### config.mk
export PLATFORM = sky130hd
export DESIGN_NAME = cbus_arbiter
export DESIGN_NICKNAME = d
export VERILOG_FILES = /design/src/rtl/cbus_arbiter.sv
export SDC_FILE = /design/constraint.sdc
export NUM_CORES = 1
export LEC_CHECK = 0
export ABC_AREA = 1
export CORE_AREA = 2 2 131 133
export DETAILED_ROUTE_END_ITERATION = 10
export DIE_AREA = 0 0 133 135
export PLACE_DENSITY = 0.47
export SETUP_SLACK_MARGIN = 0.4
export SYNTH_ARGS = -nofsm -noshare
export SYNTH_HDL_FRONTEND = slang
export SYNTH_SLANG_ARGS = --single-unit
### constraint.sdc
create_clock -name clk -period 1.45 [get_ports clk]
set_input_delay 0.29 -clock clk [delete_from_list [all_inputs] [get_ports clk]]
set_output_delay 0.29 -clock clk [all_outputs]
set_load 0.1 [all_outputs]
### src/rtl/cbus_arbiter.sv
// cbus_arbiter: grants the shared cache bus to one requester per burst, held until the last beat.
// Define CBUS_ARB_RR_EN for round-robin selection; otherwise the lowest valid index wins.

package cbus_pkg;
    typedef enum logic [2:0] {MLEN1, MLEN2, MLEN4, MLEN8, MLEN16} cbus_len_t;
    typedef enum logic [1:0] {BURST_FIXED, BURST_INCR, BURST_WRAP} cbus_burst_t;

    typedef struct packed {
        logic        valid;
        logic        is_write;
        logic [31:0] addr;
        logic [2:0]  size;
        cbus_len_t   len;
        cbus_burst_t burst;
        logic [31:0] data;
        logic [3:0]  strobe;
    } cbus_req_t;

    typedef struct packed {
        logic        ready;
        logic        last;
        logic [31:0] data;
    } cbus_resp_t;
endpackage

module cbus_arbiter
    import cbus_pkg::*;
#(
    parameter int unsigned NUM_INPUTS = 2,
    parameter int unsigned SEL_BITS   = $clog2(NUM_INPUTS)
) (
    input  logic                clk,
    input  logic                reset,
    input  cbus_req_t           ireqs  [NUM_INPUTS],
    output cbus_resp_t          iresps [NUM_INPUTS],
    output cbus_req_t           oreq,
    input  cbus_resp_t          oresp,
    output logic                busy,
    output logic [SEL_BITS-1:0] grant_idx
);
    localparam int unsigned CW = SEL_BITS + 1;

    typedef enum logic {StIdle, StBusy} state_t;

    state_t              state_q;
    logic [SEL_BITS-1:0] sel_q;
    logic                busy_q;
    logic [SEL_BITS-1:0] pick;
    logic                any_valid;
    logic                release_grant;
`ifdef CBUS_ARB_RR_EN
    logic [SEL_BITS-1:0] ptr_q;
    logic [CW-1:0]       cand;
`endif

    always_comb begin
        any_valid = 1'b0;
        pick      = '0;
`ifdef CBUS_ARB_RR_EN
        cand = '0;
        // Scan upward from ptr, wrapping modulo NUM_INPUTS; first valid wins.
        for (int unsigned k = 0; k < NUM_INPUTS; k++) begin
            cand = {1'b0, ptr_q} + CW'(k);
            if (cand >= CW'(NUM_INPUTS)) begin
                cand = cand - CW'(NUM_INPUTS);
            end
            if (!any_valid && ireqs[cand[SEL_BITS-1:0]].valid) begin
                any_valid = 1'b1;
                pick      = cand[SEL_BITS-1:0];
            end
        end
`else
        for (int unsigned k = 0; k < NUM_INPUTS; k++) begin
            if (!any_valid && ireqs[SEL_BITS'(k)].valid) begin
                any_valid = 1'b1;
                pick      = SEL_BITS'(k);
            end
        end
`endif
    end

    assign release_grant = oresp.ready & oresp.last;

    always_ff @(posedge clk or negedge reset) begin
        if (!reset) begin
            state_q <= StIdle;
            sel_q   <= '0;
            busy_q  <= 1'b0;
`ifdef CBUS_ARB_RR_EN
            ptr_q   <= '0;
`endif
        end else begin
            case (state_q)
                StIdle: begin
                    if (any_valid) begin
                        state_q <= StBusy;
                        sel_q   <= pick;
                        busy_q  <= 1'b1;
                    end
                end
                StBusy: begin
                    if (release_grant) begin
                        state_q <= StIdle;
                        busy_q  <= 1'b0;
`ifdef CBUS_ARB_RR_EN
                        // Just-finished requester drops to lowest priority.
                        ptr_q <= (sel_q == SEL_BITS'(NUM_INPUTS - 1)) ? '0
                                                                       : sel_q + SEL_BITS'(1);
`endif
                    end
                end
            endcase
        end
    end

    always_comb begin
        oreq = '0;
        for (int unsigned i = 0; i < NUM_INPUTS; i++) begin
            iresps[i] = '0;
        end
        if (state_q == StBusy) begin
            oreq          = ireqs[sel_q];
            iresps[sel_q] = oresp;
        end
    end

    assign busy      = busy_q;
    assign grant_idx = sel_q;

`ifndef SYNTHESIS
    // Granted requester must keep valid asserted until its last beat.
    valid_held_a: assert property (@(posedge clk) disable iff (!reset)
        (state_q == StBusy) |-> ireqs[sel_q].valid);
`endif

endmodule
==> run_results.csv, run 1 <==
group,metric,value,unit
run_status,outcome,"finished with violations",
run_status,failed_checks,"negative setup slack",
synthesis,postSynthAreaPerCell,4.05,sq um
worst_setup_path,path_max_fanout,13,
grt,grt_remaining_overflow,0,
clock_tree,clock-root-buffer,"clkbuf_16",
die,rows,47,
worst_setup_path,crit_path_end_kind,"output port",
synthesis,synth_warnings,0,
worst_setup_path,cpMaxStageDelayCell,"dfrtp_4",
grt,antenna_found_initial,0,
finish,drive_gt1_share,57.9,%
drt,vias_per_cell,3.79,
synthesis,ys.flop_type,"dfrtp_1",
worst_setup_path,crit_chain,"nor2_4 -> buf_12 -> inv_6 -> buf_12 -> nor2_4 -> buf_12",
finish,regArea,80.1,sq um
clock_tree,numCtsBuffers,3,
drt,ant_nets,0,
synthesis,synthTopCellsByArea,"nand2_1, nor2_1, inv_1",
grt,grt_start_max_net_pins,41,
drt,drt-pass1-iter-count,4,
placed_design,gp_congestion,0.864,
worst_setup_path,reg2reg_depth,4,
synthesis,synth-compound-area-share,0.654,%
worst_setup_path,crit_family,"buffers and inverters",
synthesis,synth_enable_flop_cells,0,
finish,syn_to_final_growth,503,%
timing,fmax,538,MHz
drt,drc,0,
timing,setup_violations,146,
synthesis,ys_types,14,
worst_setup_path,worst-path-buf-inv,4,
finish,final_nets,925,
synthesis,async_reset_ff_share,100,%
placed_design,port_buffers,339,
die,io_pins,340,
synthesis,syn_nets,570,
placed_design,hpwl,13.0,mm
timing,finClkSkew,0.639,ps
finish,multi_input_area,3200,sq um
timing,finalCritPeriodShare,128,%
worst_setup_path,max_stage_delay,500,ps
drt,wl_per_cell,15.9,um
die,core_area,16400,sq um
timing,worst_slack,-408,ps
timing,tightest_slew,221,ps
clock_tree,cts.sinks,3,
clock_tree,clk_path_buf_depth,2,
clock_tree,cts.clk_slew.worst_paths,30,ps
placed_design,post_dp_cell_area,8680,sq um
synthesis,ys_seq_elements,3,
synthesis,post_synth_xor_area_fraction,0,%
finish,n_fill_cell,1397,
worst_setup_path,start_kind,"register",
drt,drtIter0Drc,60,
grt,grt_pass1_vias,3850,
finish,antenna_cells,0,
die,die-area,18000,sq um
synthesis,synth_top_family_by_area,"simple AND/OR/NAND/NOR gates",
timing,grt_setup_unrepaired,"true",
timing,max-slew-margin-rel,85.2,%
finish,stdcell_area,9230,sq um
worst_setup_path,crit_type,"reg -> out",
synthesis,synth_top_area_cell,"nand2_1",
timing,period_needed,1860,ps
synthesis,synth_area,1530,sq um
synthesis,synth_simple_gate_area_share,77.2,%
worst_setup_path,timing.rr.end,"state_q$_DFF_PN0_",
synthesis,yosys.area.top_type_share,58.8,%
clock_tree,cts_tree,"done",
die,die_w,133,um
worst_setup_path,worstPathArrival,1570,ps
clock_tree,clock_latency,230,ps
hold_path,hp-class,"in -> async",
grt,grt_pass1_wl,22.0,mm
synthesis,synth_common_cells,"nand2_1, nor2_1, inv_1",
grt,grt_usage,15.7,%
timing,hold_violations,0,
synthesis,synth_cells,378,
worst_setup_path,cp_common_cell,"buf_12",
die,start_util,9.33,%
clock_tree,htree_num_levels,1,
synthesis,synthMuxAreaShare,0,%
worst_setup_path,r2r_setup_slack,570,ps
worst_setup_path,worstPathRequired,1160,ps
timing,slew_violations,0,
synthesis,synthAdderAreaFrac,0,%
drt,totalWireLength,15.1,mm
worst_setup_path,r2r_start,"state_q$_DFF_PN0_",
die,dieHeight,135,um
synthesis,yosysMostFrequentCell,"nand2_1",
synthesis,synth_seq_area_share,4.90,%
drt,vias,3612,
run,maxCapViolCount,0,
sequential cells by signal, indices dropped and copies added, names as in the netlist:
name and flops:
state_q 1, busy 1, grant_idx 1
per-stage QoR:
step / instances / setup TNS (ps) / worst slack [ps] / hold WS (ps) / utilization (%)
finish: 952 / -51920 / -408 / 265 / 56.3
global route: 952 / -61460 / -475 / 274 / 56.3
CTS: 947 / -50180 / -422 / 262 / 55.3
detailed placement: 940 / -16910 / -215 / 504 / 52.9
global placement: 940 / -14810 / -178 / 488 / 52.9
floorplan: 378 / -49830 / -470 / -5.59 / -
repair_timing:
item / in CTS / in global routing
buffers inserted: 1 / 1
gates resized for setup: 93 / 15
hold buffers: 0 / 0
gates cloned: 2 / 4
pin swaps: 4 / 2
endpoints found under the setup margin: 150 / 150
area by class of cell:
type                       instances  area share, %
timing repair buffer             372           59.0
multi-input combinational        314           34.7
clock buffer                       4          0.854
sequential                         3          0.867
inverter                          39           1.67
tap                              220           2.98
per-layer routing:
metal  up-vias  global-route usage, %  wire length, um
li1       1798                      -                -
met1      1615                   15.2             4960
met2       183                   31.8             8540
met3        16                   5.48             1360
met4         0                   3.23              253
met5         -                      0                0
worst max path at each step:
stage                                     start         end  cells after the start
after floorplan           grant_idx$_DFFE_PN0P_  iresps[34]                      4
after global placement        state_q$_DFF_PN0_    oreq[36]                      7
after detailed placement  grant_idx$_DFFE_PN0P_    oreq[27]                      6
after CTS                 grant_idx$_DFFE_PN0P_    oreq[63]                      6
after global routing          state_q$_DFF_PN0_  iresps[34]                      7
final                     grant_idx$_DFFE_PN0P_  iresps[34]                      6
cell families after synthesis:
group	Yosys count
compound gates	2
buf+inv	61
flops	3
simple gates	312
cell usage in the layout (no fill, tap or decap), types with 2 or more instances in the layout:
cell type / Yosys / layout
nand2_1: 240 / 76
buf_4: 6 / 10
buf_12: 0 / 158
clkbuf_16: 0 / 7
inv_1: 36 / 36
buf_16: 0 / 5
nand2_2: 1 / 85
clkdlybuf4s50_1: 0 / 191
nor2_4: 1 / 69
nand2_8: 0 / 78
nand2_4: 0 / 2
buf_8: 0 / 3
Power of run 1 is left out: the tool's default activity adds up to more than one toggle a clock period on the data nets, which glitch-free logic cannot reach.
==> run 2: changes to the inputs <==
- GPL_ROUTABILITY_DRIVEN: default -> 0
==> results of run 2 <==
Same layout as run 1: the final DEF is identical, and so are final timing and power.
Power of run 2 is left out for the same reason.
==> run 3: changes to the inputs <==
- GPL_TIMING_DRIVEN: default -> 0
==> run 3 against run 2 <==
Worst hold slack worse by 15 ps. Via count up 2.0%. Sequential share of layout area about the same. Non-clock buffer count up 6. First-iteration DRC count down 12%. Largest cell class unchanged. The run still ends with negative setup slack left.
==> run_results.csv, run 3 (synthesis gave the netlist of run 1 again) <==
group,metric,value,unit
drt,wl_per_cell,15.6,um
die,die_w,133,um
finish,final_cell_mix,"clkdlybuf4s50_1, buf_12, nand2_2",
worst_setup_path,cp_common_cell,"nand2_8",
die,dieHeight,135,um
clock_tree,clk_path_buf_depth,2,
finish,antenna_cells,0,
timing,setup_violations,146,
worst_setup_path,timing.rr.end,"grant_idx$_DFFE_PN0P_",
finish,final_nets,931,
timing,slew_violations,0,
worst_setup_path,crit_path_end_kind,"output port",
placed_design,port_buffers,339,
worst_setup_path,path_max_fanout,10,
run_status,outcome,"finished with violations",
placed_design,hpwl,12.3,mm
worst_setup_path,crit_chain,"nand2_8 -> inv_6 -> buf_6 -> buf_8 -> nand2_2 -> nand2_8 -> buf_12",
finish,final_common_cell,"clkdlybuf4s50_1",
grt,antenna_found_initial,0,
worst_setup_path,cpMaxStageDelayCell,"dfrtp_4",
timing,worst_slack,-455,ps
timing,finalCritPeriodShare,131,%
worst_setup_path,worstPathArrival,1620,ps
timing,fmax,525,MHz
die,io_pins,340,
die,core_area,16400,sq um
timing,max-slew-margin-rel,85.3,%
drt,drtIter0Drc,53,
finish,final_cells,958,
worst_setup_path,r2r_start,"state_q$_DFF_PN0_",
die,start_util,9.33,%
die,die-area,18000,sq um
clock_tree,cts.clk_slew.worst_paths,30,ps
finish,fin_util,56.4,%
finish,syn_to_final_growth,504,%
grt,grt_remaining_overflow,0,
worst_setup_path,start_kind,"register",
clock_tree,cts_tree,"done",
die,rows,47,
worst_setup_path,max_stage_delay,510,ps
drt,routed-wl-met2,9.20,mm
drt,top_layer_used,"met4",
finish,stdcell_area,9260,sq um
grt,grt_pass1_wl,22.0,mm
placed_design,dp_cells,937,
clock_tree,cts.sinks,3,
timing,period_needed,1910,ps
grt,grt_start_max_net_pins,11,
timing,hold_violations,0,
timing,grt_setup_unrepaired,"true",
drt,met1_length,4.33,mm
drt,drt-pass1-iter-count,3,
finish,n_fill_cell,1356,
clock_tree,hold_buffers,0,
worst_setup_path,worstPathRequired,1160,ps
drt,drc,0,
hold_path,hp-class,"in -> async",
drt,vias_per_cell,3.85,
drt,vias,3684,
clock_tree,htree_num_levels,1,
drt,ant_nets,0,
worst_setup_path,crit_start,"grant_idx$_DFFE_PN0P_",
placed_design,post_dp_cell_area,7080,sq um
timing,tightest_slew,218,ps
run_status,failed_checks,"negative setup slack",
clock_tree,clock_latency,230,ps
timing,finClkSkew,0.373,ps
worst_setup_path,crit_type,"reg -> out",
worst_setup_path,r2r_setup_slack,590,ps
timing,holdWs,250,ps
finish,drive_gt1_share,59.1,%
drt,met3_length,1.26,mm
clock_tree,clock-root-buffer,"clkbuf_16",
clock_tree,numCtsBuffers,3,
drt,totalWireLength,15.0,mm
grt,grt_pass1_vias,3956,
grt,grt_usage,15.6,%
worst_setup_path,reg2reg_depth,3,
run,maxCapViolCount,0,
-- run 3: stage by stage --
stage / TNS, ps / setup WS [ps]
finish: -50870 / -455
global route: -60990 / -530
CTS: -58320 / -458
detailed placement: -184150 / -1510
global placement: -178960 / -1460
floorplan: -49830 / -470
-- run 3: cell type report --
cell class                      instances  area [sq um]  share of cell area [%]
Timing Repair Buffer                  356          5090                    55.0
Multi-Input combinational cell        314          3220                    34.7
Buffer                                 22           350                    3.79
Tap cell                              220           275                    2.97
Inverter                               39           159                    1.72
Sequential cell                         3          81.3                   0.879
Clock buffer                            4          78.8                   0.852
-- run 3: worst max-delay path by stage --
stage	end	slack, ps	cells past startpoint
3_3_place_gp	oreq[63]	-1460	7
4_1_cts	oreq[63]	-460	6
6_report	oreq[72]	-460	7
5_1_grt	iresps[36]	-530	7
2_1_floorplan	iresps[34]	-470	4
3_5_place_dp	oreq[63]	-1510	7
-- run 3: layer usage --
layer / up-vias / track usage, %
met5: - / 0
met4: 0 / 2.39
met3: 16 / 4.73
met2: 177 / 33.9
met1: 1688 / 14.1
li1: 1803 / -
-- run 3: what timing repair did --
action / in CTS / in global routing
setup buffers: 4 / 8
endpoints found under the setup margin: 148 / 148
pin swaps: 5 / 4
gates cloned: 3 / 2
resized for setup: 1343 / 152
-- run 3: critical path: cells and delay by family (launching register included) --
family,cells,cell delay [ps]
buffers and inverters,4,530
DFF,1,510
and+or+nand+nor,3,330
Power of run 3 is left out for the same reason.
